<file path="src/rtl/id_ex_operand_stage.sv">
// id_ex_operand_stage: decode-to-execute pipeline latch with operand forwarding
// and load-use hazard detection.
//
// Ports:
//   clk, clear        clock; asynchronous active-low reset
//   id_*              decode-slot instruction fields and register-file read data
//   {ex,mem,wb}_fw_*  destination, write-enable and result of downstream stages
//   flush, ex_hold    kill the decode slot; downstream stall
//   stall_id          combinational freeze request for PC and IF/ID
//   ex_*              registered execute-stage flags and payload
//   stall_cnt         saturating count of load-use bubbles inserted
module id_ex_operand_stage #(
  parameter int unsigned CTRL_W = 8
) (
  input  logic              clk,
  input  logic              clear,
  input  logic              id_valid,
  input  logic [3:0]        id_rn,
  input  logic [3:0]        id_rm,
  input  logic [3:0]        id_rd,
  input  logic              id_use_rn,
  input  logic              id_use_rm,
  input  logic              id_we,
  input  logic              id_load,
  input  logic [CTRL_W-1:0] id_ctrl,
  input  logic [31:0]       rf_y1,
  input  logic [31:0]       rf_y2,
  input  logic [3:0]        ex_fw_rd,
  input  logic [3:0]        mem_fw_rd,
  input  logic [3:0]        wb_fw_rd,
  input  logic              ex_fw_we,
  input  logic              mem_fw_we,
  input  logic              wb_fw_we,
  input  logic              ex_fw_load,
  input  logic [31:0]       ex_fw_data,
  input  logic [31:0]       mem_fw_data,
  input  logic [31:0]       wb_fw_data,
  input  logic              flush,
  input  logic              ex_hold,
  output logic              stall_id,
  output logic              ex_valid,
  output logic              ex_we,
  output logic              ex_load,
  output logic [3:0]        ex_rd,
  output logic [31:0]       ex_op_a,
  output logic [31:0]       ex_op_b,
  output logic [CTRL_W-1:0] ex_ctrl,
  output logic [15:0]       stall_cnt
);

  logic        hazard;
  logic [31:0] op_a_sel;
  logic [31:0] op_b_sel;

  // Youngest producer wins. A load in EX has no data yet, so it is skipped here;
  // if the source is really used, the hazard path bubbles this cycle anyway.
  // WB must be forwarded because the register file writes on the same edge.
  function automatic logic [31:0] fwd(input logic [3:0] src, input logic [31:0] rf);
    if (ex_fw_we && !ex_fw_load && (ex_fw_rd == src)) begin
      return ex_fw_data;
    end else if (mem_fw_we && (mem_fw_rd == src)) begin
      return mem_fw_data;
    end else if (wb_fw_we && (wb_fw_rd == src)) begin
      return wb_fw_data;
    end
    return rf;
  endfunction

  always_comb begin
    op_a_sel = fwd(id_rn, rf_y1);
    op_b_sel = fwd(id_rm, rf_y2);
    hazard   = id_valid & ex_fw_load & ex_fw_we &
               ((id_use_rn & (ex_fw_rd == id_rn)) | (id_use_rm & (ex_fw_rd == id_rm)));
    stall_id = ~flush & (ex_hold | hazard);
  end

  always_ff @(posedge clk or negedge clear) begin
    if (!clear) begin
      ex_valid  <= 1'b0;
      ex_we     <= 1'b0;
      ex_load   <= 1'b0;
      ex_rd     <= '0;
      ex_op_a   <= '0;
      ex_op_b   <= '0;
      ex_ctrl   <= '0;
      stall_cnt <= '0;
    end else if (flush || (!ex_hold && hazard)) begin
      ex_valid <= 1'b0;
      ex_we    <= 1'b0;
      ex_load  <= 1'b0;
      ex_rd    <= '0;
      ex_op_a  <= '0;
      ex_op_b  <= '0;
      ex_ctrl  <= '0;
      // Only a load-use bubble counts; a flushed slot is not a stall.
      if (!flush && (stall_cnt != 16'hFFFF)) begin
        stall_cnt <= stall_cnt + 16'd1;
      end
    end else if (!ex_hold) begin
      ex_valid <= id_valid;
      ex_we    <= id_we & id_valid;
      ex_load  <= id_load & id_valid;
      ex_rd    <= id_rd;
      ex_op_a  <= op_a_sel;
      ex_op_b  <= op_b_sel;
      ex_ctrl  <= id_ctrl;
    end
  end

endmodule

</file>
<file path="config.mk">
export PLATFORM = sky130hd
export DESIGN_NAME = id_ex_operand_stage
export DESIGN_NICKNAME = d
export VERILOG_FILES = /design/src/rtl/id_ex_operand_stage.sv
export SDC_FILE = /design/constraint.sdc
export NUM_CORES = 1
export LEC_CHECK = 0
export ABC_AREA = 0
export CAP_MARGIN = 20
export CORE_ASPECT_RATIO = 1.4
export CORE_UTILIZATION = 32
export CTS_CLUSTER_DIAMETER = 200
export DETAILED_ROUTE_END_ITERATION = 16
export PLACE_DENSITY = 0.65
export SLEW_MARGIN = 40
export SYNTH_ARGS = -nofsm -noshare
export SYNTH_HDL_FRONTEND = slang
export SYNTH_SLANG_ARGS = --single-unit
</file>
<file path="constraint.sdc">
create_clock -name clk -period 5.1 [get_ports clk]
set_input_delay 1.275 -clock clk [delete_from_list [all_inputs] [get_ports clk]]
set_output_delay 1.275 -clock clk [all_outputs]
set_load 0.02 [all_outputs]
</file>
---- After elaboration in Yosys (flattened, before gate mapping) ----
Index checks and enable logic that the tools add are counted.
operators by class
  add/subtract/negate cells ............... 1
  equality and inequality tests ........... 8
  muxes and demuxes ....................... 28
  bitwise logic cells ..................... 11
  reduce and logical (&&, ||, !) cells .... 14
operators by type and width
  operator               number
  $mux 32                12
  $eq 4x4->1             6
  $add 16x1->16 const B  1
  $mux 8                 2
  $ne 16x16->1 const B   1
  $mux 1                 12
  $logic_and 1x1->1      9
  $and 1x1->1            8
  $mux 4                 2
  $logic_not 1->1        3
  $ne 2x1->1 const B     1
  $or 1x1->1             2
  $reduce_and 2->1       1
  $logic_or 1x1->1       1
  $not 1->1              1
word-level totals
  bits in registers ....................... 95
  input port bits ......................... 205
  output and inout bits ................... 96
  word-level logic and storage cells ...... 70

---- Depth between registers and ports, before layout ----
  depth in word-level cells ............... 8
  gate-level depth with buffers ........... 8
  depth with buffers taken out ............ 7

---- Worst setup path after synthesis ----
No wires, ideal clock.
  kind .................................... input port to output port
  from .................................... input port ex_fw_rd[2]
  to ...................................... output port stall_id
  arrival ................................. 2.148 ns
  required time ........................... 3.825 ns
  setup slack ............................. 1.677 ns
  stages on the path ...................... 5
  buffers on the path ..................... 0
  cell sequence ........................... xnor2_1 nand4_1 o22ai_1 nor2_1 nor2_1
on the way
  word-level cells in the longest chain between the ends .. 6
  elaborated cells between the ends (all ways) .. 8
  classes of those cells .................. 2 x eq/ne; 6 x bitwise
ends and longest elaborated chain
  element             RTL line  source
  start: declaration  28        input logic [3:0] ex_fw_rd,
  $eq 4x4->1          73        ((id_use_rn & (ex_fw_rd == id_rn)) | (id_use_rm & (ex_fw_rd == id_rm)));
  $and 1x1->1         73
  $or 1x1->1 (*)      73
  $and 1x1->1 (*)     72        hazard = id_valid & ex_fw_load & ex_fw_we &
  $or 1x1->1 (*)      74        stall_id = ~flush & (ex_hold | hazard);
  $and 1x1->1 (*)     74
  end: declaration    40        output logic stall_id,
Mark *: on every way between the ends. The rest lies on a longest branch, timed or not.

---- Worst setup path after layout ----
  from .................................... input port id_rn[3]
  to ...................................... output port stall_id
on the way
  word-level cells in the longest chain between the ends .. 6
ends and longest elaborated chain
  element             RTL line  source
  start: declaration  18        input logic [3:0] id_rn,
  $eq 4x4->1          73
  $and 1x1->1         73
  $or 1x1->1          73
  $and 1x1->1         72
  $or 1x1->1          74
  $and 1x1->1         74
No other way between the ends.

==> results.py <==
metrics = {
    "placed_design": {
        "pre_cts_ws_ns": 0.621,
        "dp_hpwl_um": 15600,
        "gp_congestion": 0.828,
        "io_buffers": 300,
    },
    "synthesis": {
        "synth_cell_type_count": 41,
        "synth_area_um2": 5840,
        "syn_inst": 582,
        "synth_seq_cells": 95,
        "yosysSeqAreaShare": 0.407,
        "synth_edf_count": 0,
        "syn_nets": 788,
        "synth_top_area_frac": 0.407,
        "synthArstFlopShare": 1.00,
        "yosys_warnings": 0,
        "yosys_most_used_dff": "dfrtp_1",
        "avgSynthCellArea_um2": 10.0,
        "yosysTopAreaCell": "dfrtp_1",
        "synth.area.top_cells": "dfrtp_1, o21ai_0, mux2_2",
    },
    "run": {
        "max_cap_viol_count": 0,
    },
    "timing": {
        "setup_viol": 0,
        "worstMarginPinSlew_ns": 0.822,
        "hold_viol_final": 0,
        "setup_tns_ns": 0,
        "finalCritPeriodShare": 0.879,
        "finalMaxSlewViolations": 0,
        "period_needed_ns": 4.48,
        "skew_ns": 0.00669,
        "clock.fmax_mhz": 223,
        "maxSlewHeadroom": 0.452,
        "worst_slack_ns": 0.615,
        "rsz0062_at_grt": "no",
    },
    "global_routing": {
        "grt-ovfl-total": 0,
        "grt_pass1_wl_um": 34300,
        "grt_pass1_vias": 6130,
        "grt_max_degree": 65,
        "antenna_found_initial": 0,
        "grt_usage": 0.244,
    },
    "clock_tree": {
        "cts.sinks": 95,
        "ctsHoldBuffers": 0,
        "tritoncts": "yes",
        "htree_levels": 3,
        "root_buffer": "clkbuf_16",
        "cts_buffers": 9,
        "post-cts-setup-buffers": 0,
        "cts_resized": 0,
        "path_clk_slew_ns": 0.06,
        "cts_buffer_depth": 2,
        "worstSkewPairLatency_ns": 0.35,
    },
    "pwr": {
        "p_per_area_nw_per_um2": 220,
        "ir_drop_v": 0.000125,
        "power.leakage_nw": 3.84,
        "power_mw": 2.08,
    },
    "final_layout": {
        "nets": 1067,
        "diodes": 0,
        "drive_above_1_share": 0.141,
        "area.growth.synth_to_final_pct": 61.5,
        "final_cell_mix": "clkdlybuf4s50_1, dfrtp_1, o21ai_0",
        "final_common_cell": "clkdlybuf4s50_1",
    },
    "die": {
        "dieArea_um2": 18800,
        "initial_utilization": 0.326,
        "boundaryPins": 301,
        "die_y_um": 162,
        "num_rows": 58,
        "core-area_um2": 17900,
        "fp.dieW_um": 116,
    },
    "run_status": {
        "status": "finished, final reports clean",
    },
    "drt": {
        "routed_wl_um": 22800,
        "drt_pass1_iterations": 4,
        "vias": 5908,
        "routed_via_density": 5.34,
        "drcViolationCount": 0,
        "drtAntennaViolNets": 0,
        "drt_iter0_drc": 304,
        "wl_per_cell_um": 20.7,
    },
    "critical_path": {
        "path_buf_inv": 2,
        "reg2reg_to": "stall_cnt[13]",
        "end_kind": "primary output",
        "crit_slowest_cell": "clkdlybuf4s50_1",
        "reg2reg_from": "stall_cnt[0]",
        "worst-setup-path-type": "in2out",
        "reg2regPathDepth": 7,
        "crit_required_ns": 3.83,
        "crit_family": "buffers and inverters",
        "crit_chain": "clkdlybuf4s50_1, xnor2_1, nand4_1, o22ai_1, nor2_1, nor2_1, clkdlybuf4s50_1",
        "arrival_ns": 3.21,
        "max_stage_delay_ns": 0.61,
        "ff2ff_setup_slack_ns": 2.73,
        "start_kind": "input port",
        "critical_path_peak_fanout": 4,
    },
    "worst_hold_path": {
        "whs_path_depth": 2,
        "min_from": "ex_op_a[17]",
        "hold_path_end": "ex_op_a[17]",
        "hp-class": "reg2reg",
    },
}
synthesized netlist by cell type, types with 3 or more instances:
| cell | number |
|---|---|
| a22o_1 | 13 |
| a22oi_1 | 32 |
| a2bb2oi_1 | 4 |
| a2bb2oi_2 | 22 |
| and3_1 | 4 |
| buf_2 | 12 |
| buf_4 | 6 |
| buf_6 | 3 |
| clkbuf_1 | 26 |
| dfrtp_1 | 95 |
| inv_1 | 5 |
| mux2_2 | 32 |
| mux2i_1 | 32 |
| nand2_1 | 42 |
| nand2b_1 | 3 |
| nand3_1 | 10 |
| nand4_1 | 8 |
| nor2_1 | 12 |
| nor2b_1 | 4 |
| nor3_1 | 12 |
| nor3_2 | 25 |
| o21a_1 | 6 |
| o21ai_0 | 76 |
| o21ai_1 | 41 |
| o221ai_1 | 6 |
| xnor2_1 | 22 |
| xor2_1 | 11 |
worst register-to-register path: cells and delay by family, from the launching register on:
family,cells,cell delay [ns]
adders and majority gates,1,0.25
and+or+nand+nor,5,1.42
xor gates and xnor gates,1,0.17
DFF,1,0.45
registers in the layout (all words and copies together) (netlist names):
name       count
ex_op_b       32
ex_op_a       32
stall_cnt     16
ex_load        1
ex_ctrl        8
ex_rd          4
ex_valid       1
ex_we          1
layout make-up:
class,instances,area (um2)
Tap cell,240,300
Sequential cell,95,2380
Clock inverter,7,77.6
Clock buffer,9,225
Timing Repair Buffer,316,3180
Multi-Input combinational cell,433,3240
Fill cell,1704,8490
Inverter,6,22.5
per-stage QoR:
stage                     cells  hold WS [ns]  utilization  cell area, um2
after floorplan             582         0.589            -            5840
after global placement     1087         0.461        0.505            9050
after detailed placement   1089         0.474        0.508            9100
after CTS                  1105         0.490        0.525            9400
after global routing       1106         0.514        0.526            9430
final                      1106         0.483        0.526            9430
worst max path at each step:
| stage | from | cells past startpoint | to |
|---|---|---|---|
| 2_1_floorplan | ex_fw_rd[2] | 5 | stall_id |
| 3_3_place_gp | id_rn[3] | 7 | stall_id |
| 3_5_place_dp | id_rn[3] | 7 | stall_id |
| 4_1_cts | id_rn[3] | 7 | stall_id |
| 5_1_grt | id_rn[3] | 7 | stall_id |
| 6_report | id_rn[3] | 7 | stall_id |
power by group:
group / internal, mW / switching (mW) / total [mW]
clock network: 0.387 / 0.323 / 0.710
logic: 0.299 / 0.248 / 0.546
registers: 0.797 / 0.0256 / 0.823
total: 1.48 / 0.596 / 2.08
metal layers:
layer  share of wire  track usage  routed length, um
met2            0.50        0.412              11500
met1            0.40        0.295               9080
met3           0.070       0.0545               1590
met4           0.030        0.105                686
met5               0            0                  0
cell families after synthesis:
kind of cell	synth area share
multiplexers	0.117
adder cells (fa/ha/maj)	0.00214
AO/OA/AOI/OAI	0.251
buffers and inverters	0.0450
flip-flops	0.407
AND/OR/NAND/NOR	0.128
XOR/XNOR	0.0495
Note: power is estimated with default switching activity, not from simulation.
